==> config.mk <==
export PLATFORM = sky130hd
export DESIGN_NAME = adc_sample_feeder
export DESIGN_NICKNAME = d
export VERILOG_FILES = /design/src/rtl/adc_sample_feeder.sv
export SDC_FILE = /design/constraint.sdc
export NUM_CORES = 1
export LEC_CHECK = 0
export CAP_MARGIN = 0
export CORE_ASPECT_RATIO = 1.1
export CORE_MARGIN = 3
export CORE_UTILIZATION = 50
export DETAILED_ROUTE_END_ITERATION = 8
export HOLD_SLACK_MARGIN = 0.15
export PLACE_DENSITY = 0.73
export SLEW_MARGIN = 20
export SYNTH_ARGS = -nofsm -noshare
export SYNTH_HDL_FRONTEND = slang
export SYNTH_SLANG_ARGS = --single-unit
==> constraint.sdc <==
create_clock -name clk -period 4.8 [get_ports clk]
set_clock_uncertainty 0.1 [all_clocks]
set_input_delay 0.72 -clock clk [delete_from_list [all_inputs] [get_ports clk]]
set_output_delay 0.72 -clock clk [all_outputs]
set_load 0.02 [all_outputs]
==> src/rtl/adc_sample_feeder.sv <==
// adc_sample_feeder: offset-corrected ADC capture into a FIFO, paced broadcast on the ADC/PushADC bus
module adc_sample_feeder #(
  parameter int DEPTH = 16,
  parameter int AW = 4
) (
  input  logic        clk,
  input  logic        rst,
  input  logic [31:0] addr,
  input  logic [31:0] Wdata,
  input  logic        write,
  input  logic        read,
  output logic [31:0] Rdata,
  input  logic [15:0] adc_in,
  input  logic        adc_valid,
  output logic [15:0] ADC,
  output logic        PushADC,
  output logic        Overflow
);
  localparam logic [31:0] A_CTRL   = 32'hFE00_0200;
  localparam logic [31:0] A_PACE   = 32'hFE00_0204;
  localparam logic [31:0] A_OFFSET = 32'hFE00_0208;
  localparam logic [31:0] A_STATUS = 32'hFE00_020C;
  localparam logic [31:0] A_DROPS  = 32'hFE00_0210;
  logic          enable, overflow;
  logic [15:0]   pace_n, offset, pace_cnt, sample, reload;
  logic [31:0]   drops, rd_val;
  logic [15:0]   mem [DEPTH];
  logic [AW-1:0] wr_ptr, rd_ptr;
  logic [AW:0]   level;
  logic [16:0]   diff;
  logic          wr_ctrl, wr_pace, wr_offset, wr_status, wr_drops;
  logic          flush, empty, full, cap, pop, wr_en, drop, unused_ok;
  assign wr_ctrl   = write && addr == A_CTRL;
  assign wr_pace   = write && addr == A_PACE;
  assign wr_offset = write && addr == A_OFFSET;
  assign wr_status = write && addr == A_STATUS;
  assign wr_drops  = write && addr == A_DROPS;
  assign flush     = wr_ctrl && Wdata[1];
  assign empty     = level == '0;
  assign full      = level == (AW+1)'(DEPTH);
  assign cap       = adc_valid && enable && !flush;
  assign pop       = enable && pace_cnt == 16'd0 && !empty && !flush;
  assign wr_en     = cap && (!full || pop);
  assign drop      = cap && full && !pop;
  assign diff      = {adc_in[15], adc_in} - {offset[15], offset};
  assign sample    = (diff[16] ^ diff[15]) ? (diff[16] ? 16'h8000 : 16'h7FFF) : diff[15:0];
  assign reload    = (pace_n == 16'd0) ? 16'd0 : pace_n - 16'd1;
  assign rd_val    = (addr == A_CTRL)   ? {31'd0, enable} :
                     (addr == A_PACE)   ? {16'd0, pace_n} :
                     (addr == A_OFFSET) ? {16'd0, offset} :
                     (addr == A_STATUS) ? {14'd0, empty, overflow, {(15-AW){1'b0}}, level} :
                     (addr == A_DROPS)  ? drops : '0;
  assign Rdata     = (read && rst) ? rd_val : '0;
  assign Overflow  = overflow;
  assign unused_ok = ^Wdata[31:16];
  // control and status registers; a clearing write beats a same-cycle drop
  always_ff @(posedge clk or negedge rst)
    if (!rst) begin
      enable   <= 1'b0;
      pace_n   <= 16'd1;
      offset   <= '0;
      overflow <= 1'b0;
      drops    <= '0;
    end else begin
      if (wr_ctrl) enable <= Wdata[0];
      if (wr_pace) pace_n <= Wdata[15:0];
      if (wr_offset) offset <= Wdata[15:0];
      overflow <= wr_status ? 1'b0 : overflow | drop;
      drops    <= wr_drops ? '0 : drops + {31'd0, drop && drops != '1};
    end
  // sample storage; a pop reads the old head so full-with-pop can overwrite safely
  always_ff @(posedge clk)
    if (wr_en) mem[wr_ptr] <= sample;
  // FIFO pointers, pacing counter and broadcast register
  always_ff @(posedge clk or negedge rst)
    if (!rst) begin
      wr_ptr   <= '0;
      rd_ptr   <= '0;
      level    <= '0;
      pace_cnt <= '0;
      ADC      <= '0;
      PushADC  <= 1'b0;
    end else begin
      wr_ptr   <= flush ? '0 : wr_ptr + AW'(wr_en);
      rd_ptr   <= flush ? '0 : rd_ptr + AW'(pop);
      level    <= flush ? '0 : level + (AW+1)'(wr_en) - (AW+1)'(pop);
      pace_cnt <= flush ? '0 : pop ? reload : (enable && pace_cnt != 16'd0) ? pace_cnt - 16'd1 : pace_cnt;
      PushADC  <= pop;
      if (pop) ADC <= mem[rd_ptr];
    end
endmodule

# Word-level counts from Yosys, hierarchy flattened
# Memory sizes are Yosys's and may differ from the RTL's. A register that Yosys moved wholly into a read port is not among the register bits.
# Cells that the tools add are included.
op_classes:
  reduce_logical: 28
  n_mux: 19
  eq_ne: 7
  add_sub_neg: 8
  bitwise: 2
ops:
  columns: ["operator", "count"]
  rows:
  - ["$mux 32", 7]
  - ["$eq 32x32->1 const B", 5]
  - ["$mux 16", 6]
  - ["$add 32x1->32", 1]
  - ["$logic_not 16->1", 2]
  - ["$ne 32x32->1 const B", 1]
  - ["$sub 16x1->16 const B", 2]
  - ["$logic_and 1x1->1", 17]
  - ["$sub 16x16->17", 1]
  - ["$reduce_bool 16->1", 1]
  - ["$add 4x1->4", 2]
  - ["$mux 4", 2]
  - ["$add 5x1->5", 1]
  - ["$eq 5x5->1 const B", 1]
  - ["$logic_not 1->1", 5]
  - ["$logic_not 5->1", 1]
  - ["$mux 5", 1]
  - ["$sub 5x1->5", 1]
  - ["$mux 1", 3]
  - ["$reduce_bool 3->1", 1]
  - ["$logic_or 1x1->1", 1]
  - ["$or 1x1->1", 1]
  - ["$xor 1x1->1", 1]
word_totals:
  ram_bits: 256
  in_bits: 85
  memories: 1
  word_cells: 75
  output_inout_bits: 50
  register_bits: 96
mem_list:
  columns: ["name", "depth", "width", "read_ports", "rd_clocked_by_memory_dff", "write_ports", "line", "source"]
  rows:
  - ["mem", 16, 16, 1, 1, 1, "27", "logic [15:0] mem [DEPTH];"]

# Longest topological paths before layout
# Gate-level depths: netlist of run 1.
depth:
  ltp_word: 10
  mapped_depth: 16
  ltp_nobuf: 16

# Least setup slack after synthesis of run 1
# No wires, ideal clock.
synth_timing:
  path_kind: "input -> register"
  from: "input addr[5]"
  to: "register level[4]"
  t_required_ns: 4.622
  cell_stages: 15
  t_arrival_ns: 3.585
  slack_ns: 1.036
  path_buffers: 1
  setup_ns: 0.078
  cell_sequence: "nor4b_1 > nand3_1 > nor4_1 > and4_1 > clkbuf_1 > nor3b_4 > inv_1 > ha_1 > inv_1 > ha_1 > fa_1 > a21oi_1 > nor2_1 > or3_1 > a21oi_1"
synth_between:
  elab_chain_cells: 10
  word_cells_on_any_way: 11
  classes_between: "2 x add/sub; 1 x eq/ne; 1 x mux; 7 x reduce/logical"
synth_rtl:
  columns: ["element", "line", "source"]
  rows:
  - ["start: declaration", "8", "input logic [31:0] addr,"]
  - ["$eq 32x32->1 (*)", "33", "assign wr_ctrl = write && addr == A_CTRL;"]
  - ["$logic_and 1x1->1 (*)", "33", null]
  - ["$logic_and 1x1->1 (*)", "38", "assign flush = wr_ctrl && Wdata[1];"]
  - ["$logic_not 1->1", "41, 42", null]
  - ["$logic_and 1x1->1", "42", "assign pop = enable && pace_cnt == 16'd0 && !empty && !flush;"]
  - ["$logic_or 1x1->1", "43", "assign wr_en = cap && (!full || pop);"]
  - ["$logic_and 1x1->1", "43", null]
  - ["$add 5x1->5", "86", "level <= flush ? '0 : level + (AW+1)'(wr_en) - (AW+1)'(pop);"]
  - ["$sub 5x1->5", "86", null]
  - ["$mux 5 (*)", "86", null]
  - ["end signal: assignment", "86", null]
  - ["end: declaration", "29", "logic [AW:0] level;"]
# Mark *: on every way between the ends. The rest lies on a longest branch, timed or not.
# A chain may end at the register's enable or synchronous reset.

# Worst setup path after layout of run 1
layout_timing:
  from: "input addr[8]"
  to: "output Rdata[11]"
layout_between:
  elab_chain_cells: 7
  word_cells_on_any_way: 11
  classes_between: "5 x eq/ne; 6 x mux"
layout_rtl:
  columns: ["element", "line", "source"]
  rows:
  - ["$eq 32x32->1", "52", "(addr == A_DROPS) ? drops : '0;"]
  - ["$mux 32", "52", null]
  - ["$mux 32", "51", "(addr == A_STATUS) ? {14'd0, empty, overflow, {(15-AW){1'b0}}, level} :"]
  - ["$mux 32", "50", "(addr == A_OFFSET) ? {16'd0, offset} :"]
  - ["$mux 32", "49", "(addr == A_PACE) ? {16'd0, pace_n} :"]
  - ["$mux 32 (*)", "48", "assign rd_val = (addr == A_CTRL) ? {31'd0, enable} :"]
  - ["$mux 32 (*)", "53", "assign Rdata = (read && rst) ? rd_val : '0;"]
  - ["end: declaration", "12", "output logic [31:0] Rdata,"]
# Marked as above.

==> results of run 1 <==
worst reg2reg max path, delay by kind of cell (launching register included):
kind	cells	cell delay, ns
buf+inv	2	0.58
flops	1	0.40
simple gates	7	2.80
power groups by stage:
stage	clock network, mW	registers, mW	logic [mW]
detailed placement	0	3.97	0.941
finish	2.87	3.91	0.955
CTS	2.93	3.91	0.949
global route	3.06	3.93	1.04
floorplan	0	3.92	0.560
global placement	0	3.95	0.900
cell usage in the layout, fill, tap and decap left out, types with 6 or more instances in the layout:
| cell | n |
|---|---|
| edfxtp_1 | 256 |
| clkdlybuf4s50_1 | 117 |
| dfrtp_1 | 109 |
| nor2_1 | 97 |
| mux4_2 | 80 |
| nand2_1 | 64 |
| o21ai_0 | 51 |
| mux2_2 | 49 |
| a21oi_1 | 41 |
| buf_4 | 41 |
| clkbuf_16 | 39 |
| inv_1 | 37 |
| ha_1 | 32 |
| xor2_1 | 30 |
| nand3_1 | 26 |
| xnor2_1 | 21 |
| nor3_1 | 20 |
| nor2b_1 | 18 |
| a22oi_1 | 18 |
| and2_1 | 16 |
| and3_1 | 14 |
| clkbuf_1 | 14 |
| nand2b_1 | 12 |
| nand4_1 | 11 |
| or3_1 | 11 |
| nor4_1 | 10 |
| o21a_1 | 10 |
| nor2_2 | 8 |
| clkinv_1 | 8 |
| a21o_1 | 7 |
| a21oi_2 | 7 |
| or4_1 | 6 |
| a211oi_1 | 6 |
registers in the layout, indices dropped and copies added (netlist names):
| register | count |
|---|---|
| drops | 32 |
| pace_cnt | 16 |
| ADC | 16 |
| level | 5 |
| rd_ptr | 4 |
| mem | 256 |
| enable | 1 |
| Overflow | 1 |
| wr_ptr | 4 |
| pace_n | 16 |
| PushADC | 1 |
| offset | 16 |
kinds of logic after synthesis:
logic type | after synthesis
buf+inv | 88
flops | 368
xor+xnor | 51
fa+ha+maj | 34
mux | 134
compound gates | 173
simple gates | 352
final cells by class:
type	instances	area, µm²	area share [%]
timing repair buffer	161	1530	7.54
tap	432	541	2.67
clock buffer	55	1060	5.21
antenna	3	7.51	0.0370
inverter	37	139	0.685
clock inverter	17	171	0.846
sequential	368	10500	51.8
multi-input combinational	744	6330	31.2
what timing repair did:
action                                  in CTS  in global routing
endpoints found under the hold margin       35                  0
hold buffers                                 1                  0
resized for setup                            0                  5
endpoints found under the setup margin       0                 11
path summary, 6_finish.rpt:
path                               end  slack, ns  cells past startpoint
max                          Rdata[11]       0.18                     10
min                             ADC[2]       0.40                      1
max reg2reg                 mem[0][14]       0.61                      9
min reg2reg                     ADC[2]       0.40                      1
max in group asynchronous       ADC[8]       2.79                      4
min in group asynchronous  pace_cnt[0]       0.64                      2
per-layer routing:
| layer | track usage (%) | wire, µm |
|---|---|---|
| met1 | 32.6 | 17100 |
| met2 | 35.9 | 20000 |
| met3 | 2.71 | 2580 |
| met4 | 7.25 | 1300 |
| met5 | 0 | 0 |
==> metrics.txt, run 1 <==
compound-gate portion of the synthesized area=6.41%; asr flop ratio synth=30.4%; I/O Pins=between 100 and 150; CP required=about 4.0 ns; routed vias=10951; Comb pwr share=12.3%; Slew @ Worst Pin=1.14 ns; H-tree depth=2; largest delay contributor family on the critical path=simple AND/OR/NAND/NOR gates; drt pass-1 iters=5; Pwr Total=7.74 mW; Post-CTS Setup Bufs=0; CP Max Fanout=25; antenna violations before repair=3; Yosys top cell area share=45.1%; Worst EP arrival=3.80 ns; Fin. Hold Viols=0; beginning of the worst hold path=ADC[2]; CTS buffer count=39; WL/cell=~23 µm; total track usage=about 22%; type of element launching the critical path=input pin; hold_ws=0.404 ns; Primary FF master, synth=edfxtp_1; clk_lat worst skew=0.53 ns; DRT antenna net count=0; Residual DRC=0; library cells used by synthesis=69; initial DRC count=1132; remaining global-route overflow=0; GP Congestion=0.891; Setup Viol. Count Final=0; Setup WS post-layout=0.177 ns; ranking of synthesized cells by area=edfxtp_1 45%, dfrtp_1 16%, mux4_2 11%; Area Overhead vs Synth=18.9%; critical path, cell by cell=clkdlybuf4s50_1, nor4_1, nand3_1, or3_1, nor2b_1, and3_1, buf_4, nand2_1, o21ai_0, clkdlybuf4s50_1; Yosys top cell by area=edfxtp_1; pre-CTS WS=0.0448 ns; XOR/XNOR Fraction of Synth Area=2.62%; DP HPWL=between 20 and 30 mm; Synth Area in Simple Gates=approximately 11%; vias in the first global route=10859; f_max=roughly 220 MHz; largest family of logic cells by synthesized area=multiplexers; Max Cap Violations=0; Num Clock Sinks=368; Critical-path top delay cell=clkdlybuf4s50_1; minimum clock period=4.62 ns; detailed-route wire length=between 40 and 50 mm; sequential cell fraction of total power=50.6%; TritonCTS clock tree=built; min-delay worst type=reg -> reg; Reg clk slew, reported paths=0.06 ns; Crit Path Class=in -> out; Die ar.=0.0363 mm²; fin util=60.6%; Rel. slew slack=24.3%; P_int=~5.8 mW; fin crit share=96.3%; FF+latch count, synth=368; WP buf/inv=3; pins over their slew limit=0; CP startpoint=addr[8]; CTS max path bufs=3; Port Buf Inserts=~120; Cells after DPL=1740; worst stage delay on the critical path=0.67 ns; Seq/Total Area, Yosys=61.6%; Mapped Nets=about 1300; Psw=1.93 mW; Synth Area in Adders=between 2 and 3%; largest net degree at the start of global routing=78; share of post-route cells with drive strength above 1=19.4%; clock share of power=37.1%; Avg Inst Size Synth=~14 µm²; CP dominant cell by count=clkdlybuf4s50_1; CP endpoint kind=output pin; Die H=200 µm; post-route insts no fill=between 1500 and 2000; Netlist Area Pre-Place=0.0170 mm²; Finished Cell Area=0.0203 mm²; Nets=between 1000 and 1500; Post-Syn Instances=1200; RSZ-0062 raised after global routing=no; R2R Path Start=pace_cnt[10]; PwrDens=382 mW/mm²; leakage power=7.34 nW; core area=between 0.03 and 0.04 mm²; Die X=182 µm; top-count cell post-synth=edfxtp_1; first-pass GRT wire length=63.1 mm; Starting Density=50.9%; mux share of post-synthesis cell area=around 14%; clock root buffer=clkbuf_16; outcome=complete, no violations; EDFF count, synth=approximately 260; fill count=2536; Peak VDD IR=~400 µV; setup tns final=0 ns; Warnings, synthesis=0; DP Area=0.0189 mm²; leading post-synthesis cells by instance count=256 x edfxtp_1, 111 x dfrtp_1, 104 x nor2_1, 80 x mux4_2, 64 x nand2_1; Site Rows=70; sw frac=24.9%; Vias/cell=6.03
No activity file was read; power rests on OpenSTA's default activity.
==> run 2: changes to the inputs <==
Settings changed: CORE_MARGIN 3 to 10.
==> run 2 against run 1 <==
  * Core utilization is the same
  * Non-clock buffer count grew 3
  * Worst hold slack hardly changed
  * Total power is 0.62% higher
  * Clock power grew 2%
  * Fmax grew 0.48%
  * Final cell count decreased by 0.11%
==> metrics.txt, run 2 (synthesized netlist as in run 1, its figures left out) <==
WP depth=10; DRT antenna net count=0; Largest register FFs=approximately 260; TritonCTS clock tree=built; routed vias=around 11000; type of element launching the critical path=input pin; Critical-path top delay cell=clkdlybuf4s50_1; H-tree depth=2; CP endpoint kind=output pin; initial DRC count=1062; largest delay contributor family on the critical path=simple AND/OR/NAND/NOR gates; antenna violations before repair=1; detailed-route wire length=41.7 mm; hold_ws=between 0.4 and 0.5 ns; R2R Path Start=pace_cnt[10]; setup tns final=0 ns; WP buf/inv=3; post-route insts no fill=between 1500 and 2000; pre-CTS WS=around 0.096 ns; Num Clock Sinks=368; Most Crowded Layer GR=met2; DP Area=~0.019 mm²; setup slack, reg-to-reg=between 0.7 and 0.8 ns; CP Max Fanout=25; GP Congestion=slightly below 0.9; CP startpoint=addr[1]; Nets=1472; share of post-route cells with drive strength above 1=approximately a fifth; Setup WS post-layout=0.199 ns; min-delay worst type=reg -> reg; FF-to-FF End=level[4]; Die ar.=0.0419 mm²; Cells after DPL=1744; Worst EP arrival=3.78 ns; grt met3 use=3.11%; RSZ-0062 raised after global routing=no; pins over their slew limit=0; Vias/cell=5.93; end of the critical path=Rdata[8]; outcome=complete, no violations; Slew @ Worst Pin=1.07 ns; CTS max path bufs=3; total track usage=19.6%; most frequent cells in the layout=256 x edfxtp_1, 117 x clkdlybuf4s50_1, 108 x dfrtp_1, 98 x nor2_1, 80 x mux4_2; Reg clk slew, reported paths=about 0.060 ns; Peak VDD IR=approximately 250 µV; Site Rows=70; Starting Density=50.9%; Die H=214 µm; CTS buffer count=38; critical path, cell by cell=clkdlybuf4s50_1, nor4_1, nand4_1, or3_1, nor2b_1, and3_1, buf_4, nand2_1, o21ai_0, clkdlybuf4s50_1; Residual DRC=0; Port Buf Inserts=118; Finished Cell Area=approximately 0.020 mm²; fin crit share=between 90% and 100%; Fin. Hold Viols=0; Die X=196 µm; fin util=about three fifths; Largest regs=mem: 256 flops, drops: 32 flops; PwrDens=384 mW/mm²; largest register by flop count=mem; Area Overhead vs Synth=18.9%; clk_lat worst skew=0.54 ns; commonest non-fill, non-tap cell in the layout=edfxtp_1; vias in the first global route=10853; Crit Path Class=in -> out; Max Cap Violations=0; worst stage delay on the critical path=0.68 ns; DP HPWL=about 28 mm; leakage power=7.36 nW; clock root buffer=clkbuf_16; met1 Use GR=25.7%; Pwr Total=7.79 mW; first-pass GRT wire length=64.0 mm; f_max=217 MHz; met2 Use GR=between 30% and 40%; I/O Pins=135; worst-case reg-to-reg path depth=14; CP dominant cell by count=clkdlybuf4s50_1; WL/cell=23.0 µm; largest net degree at the start of global routing=79; remaining global-route overflow=0; drt pass-1 iters=5; Rel. slew slack=between 20% and 30%; Setup Viol. Count Final=0; minimum clock period=4.60 ns; CP required=3.98 ns; core area=0.0335 mm²
==> run 2: what timing repair did <==
item,in CTS,in global routing
hold buffers,1,0
endpoints found under the setup margin,0,2
resized for setup,0,1
hold endpoints to repair,34,0
setup buffers,0,0
==> run 2: worst register-to-register path, stage by stage (launching register included) <==
cell	delay, ns
dfrtp_1	0.40
or4_1	0.68
nor4_4	0.43
nand3_4	0.23
nand4_2	0.19
nor3b_4	0.22
inv_1	0.06
ha_1	0.27
inv_1	0.04
ha_1	0.19
fa_1	0.41
a21oi_1	0.17
nor2_1	0.08
or3_1	0.34
a21oi_1	0.14
==> run 2: worst min path at each step <==
stage	startpoint	end	slack (ns)	cells past startpoint
2_1_floorplan	rst	ADC[0]	0.32	0
3_3_place_gp	ADC[10]	ADC[10]	0.39	1
3_5_place_dp	ADC[13]	ADC[13]	0.40	1
4_1_cts	ADC[13]	ADC[13]	0.41	1
5_1_grt	ADC[1]	ADC[1]	0.43	1
6_report	ADC[13]	ADC[13]	0.40	1
==> run 2: report_power, final <==
part	leakage, nW	switching, mW	internal (mW)
Clock	0.607	1.22	1.70
Combinational	2.97	0.578	0.369
Sequential	3.78	0.134	3.78
Total	7.36	1.93	5.85
==> run 2: final cells by class <==
| class | count | area [µm²] |
|---|---|---|
| flip-flops and latches | 368 | 10500 |
| diodes | 1 | 2.50 |
| well taps | 432 | 541 |
| repair buffers | 164 | 1540 |
| fillers | 2505 | 13200 |
| multi-input cells | 744 | 6290 |
| clock inverters | 18 | 209 |
| inverters | 37 | 139 |
| clock buffers | 51 | 1040 |
==> run 2: per-layer routing <==
metal	share of wire [%]	vias up	wire length, µm
met5	0	-	0
met4	2.7	0	1140
met3	5.2	69	2180
met2	51	312	21200
met1	41	5480	17100
li1	-	4899	-
==> run 3: changes to the inputs <==
--- a/config.mk
+++ b/config.mk
@@ -7,3 +7,3 @@
 export LEC_CHECK = 0
-export CAP_MARGIN = 0
+export CAP_MARGIN = 20
 export CORE_ASPECT_RATIO = 1.1
@@ -14,2 +14,3 @@
 export PLACE_DENSITY = 0.73
+export REMOVE_ABC_BUFFERS = 1
 export SLEW_MARGIN = 20
--- a/constraint.sdc
+++ b/constraint.sdc
@@ -4,2 +4,2 @@
 set_output_delay 0.72 -clock clk [all_outputs]
-set_load 0.02 [all_outputs]
+set_load 0.05 [all_outputs]
==> run 3 against run 2 <==
  * Core utilization rose by 0.96 points
  * Count of clock-buffer cells in the layout stayed put
  * Worst setup slack better by 0.24 ns
  * Fmax grew 5.4%
  * Sequential cell count stayed put
  * Critical path depth is 3 lower
  * Critical path type unchanged
  * Largest power group unchanged
==> metrics.txt, run 3 (synthesized netlist as in run 1, its figures left out) <==
Area Overhead vs Synth=20.8%; Comb pwr share=approximately an eighth; Finished Cell Area=0.0206 mm²; minimum clock period=4.36 ns; outcome=complete, no violations; core area=around 0.033 mm²; setup tns final=0 ns; Setup Viol. Count Final=0; Setup WS post-layout=0.437 ns; f_max=229 MHz; Port Buf Inserts=118; Cells after DPL=1749; CTS buffer count=38; Crit Path Class=in -> out; CTS max path bufs=3; Die H=about 210 µm; Worst EP arrival=3.54 ns; Slew @ Worst Pin=between 1 and 1.5 ns; hold_ws=0.403 ns; P_int=6.03 mW; FF-to-FF End=mem[1][14]; WP buf/inv=2; min-delay worst type=reg -> reg; largest register by flop count=mem; pins over their slew limit=0; most frequent cells in the layout=256 x edfxtp_1, 109 x dfrtp_1, 104 x nor2_1, 86 x clkdlybuf4s50_1, 80 x mux4_2; type of element launching the critical path=input pin; Site Rows=70; leakage power=7.55 nW; Largest regs=mem: 256 flops, drops: 32 flops; commonest non-fill, non-tap cell in the layout=edfxtp_1; RSZ-0062 raised after global routing=no; antenna violations before repair=1; DP Area=0.0192 mm²; I/O Pins=135; setup slack, reg-to-reg=0.50 ns; area of the multi-input gates=0.00627 mm²; WP depth=7; worst stage delay on the critical path=0.84 ns; Vias/cell=about 6; fill count=roughly 2500; Peak VDD IR=235 µV; drt pass-1 iters=5; detailed-route wire length=42.7 mm; Critical-path top delay cell=clkdlybuf4s50_1; sw frac=about a quarter; Post-CTS Setup Bufs=0; Reg clk slew, reported paths=approximately 0.060 ns; GP Congestion=0.912; end of the critical path=Rdata[0]; DP HPWL=29.1 mm; R2R Path Start=pace_cnt[10]; first-pass GRT wire length=66.3 mm; hold path cells=1; CP Max Fanout=5; sequential cell fraction of total power=49.0%; clk_lat worst skew=between 0.5 and 0.6 ns; remaining global-route overflow=0; Reg area=between 0.01 and 0.015 mm²; CP endpoint kind=output pin; CP required=just under 4 ns; largest net degree at the start of global routing=61; Nets=1477; clock root buffer=clkbuf_16; worst-case reg-to-reg path depth=9; total track usage=20.4%; H-tree depth=2; Fin. Hold Viols=0; CP dominant cell by count=clkdlybuf4s50_1; Die X=196 µm; routed vias=10836; PwrDens=roughly 390 mW/mm²; critical path, cell by cell=clkdlybuf4s50_1, nor4bb_1, nand2_1, nor4_1, and3_1, nor2b_1, clkdlybuf4s50_1; Starting Density=50.9%; CP startpoint=addr[25]; post-route insts no fill=about 1800; Largest register FFs=256; Die ar.=approximately 0.042 mm²; Rel. slew slack=20.1%; largest delay contributor family on the critical path=simple AND/OR/NAND/NOR gates; pre-CTS WS=roughly 0.2 ns; Residual DRC=0; Psw=1.95 mW; fin util=61.5%; Max Cap Violations=0; Pwr Total=between 7 and 8 mW; DRT antenna net count=0; share of post-route cells with drive strength above 1=21.9%; initial DRC count=839; Num Clock Sinks=368; vias in the first global route=about 11000; TritonCTS clock tree=built; WL/cell=about 23 µm; fin crit share=90.9%; clock share of power=about two fifths
run 3: cell count changes in the layout (fill, tap and decap cells not counted), moves of 2 or more:
cell and delta:
buf_12 +25, nor2_2 -6, bufinv_16 +3, nor2_1 +6, buf_4 +12, clkdlybuf4s50_1 -31, clkinv_1 -2
run 3: power groups by stage:
stage                     clock network, mW  logic (mW)  registers [mW]
after CTS                              3.16       0.956            3.91
after detailed placement                  0       0.945            3.97
after floorplan                           0       0.543            3.94
after global routing                   3.29        1.05            3.93
after global placement                    0       0.914            3.94
final                                  3.12       0.959            3.91
run 3: layer usage:
layer / vias to the layer above / global-route usage (%) / share of wire [%]
met3: 77 / 4.44 / 7.5
met5: - / 0 / 0
li1: 4914 / - / -
met4: 0 / 6.90 / 2.9
met1: 5403 / 25.2 / 39
met2: 442 / 34.9 / 50
run 3: worst min-delay path by stage:
stage,start,end,slack [ns]
6_report,ADC[12],ADC[12],0.40
4_1_cts,ADC[12],ADC[12],0.41
3_3_place_gp,ADC[10],ADC[10],0.39
3_5_place_dp,ADC[12],ADC[12],0.39
5_1_grt,ADC[12],ADC[12],0.42
2_1_floorplan,rst,ADC[0],0.32
run 3: cell type report:
cell class                      count  area share, %
Inverter                           37          0.675
Multi-Input combinational cell    744           30.5
Timing Repair Buffer              169           8.80
Sequential cell                   368           51.0
Antenna cell                        1         0.0122
Clock inverter                     19           1.33
Clock buffer                       51           5.10
Tap cell                          432           2.63
run 3: repair_timing:
item	CTS	global route
endpoints found under the hold margin	1	0
hold buffers	1	0
gates resized for setup	0	0
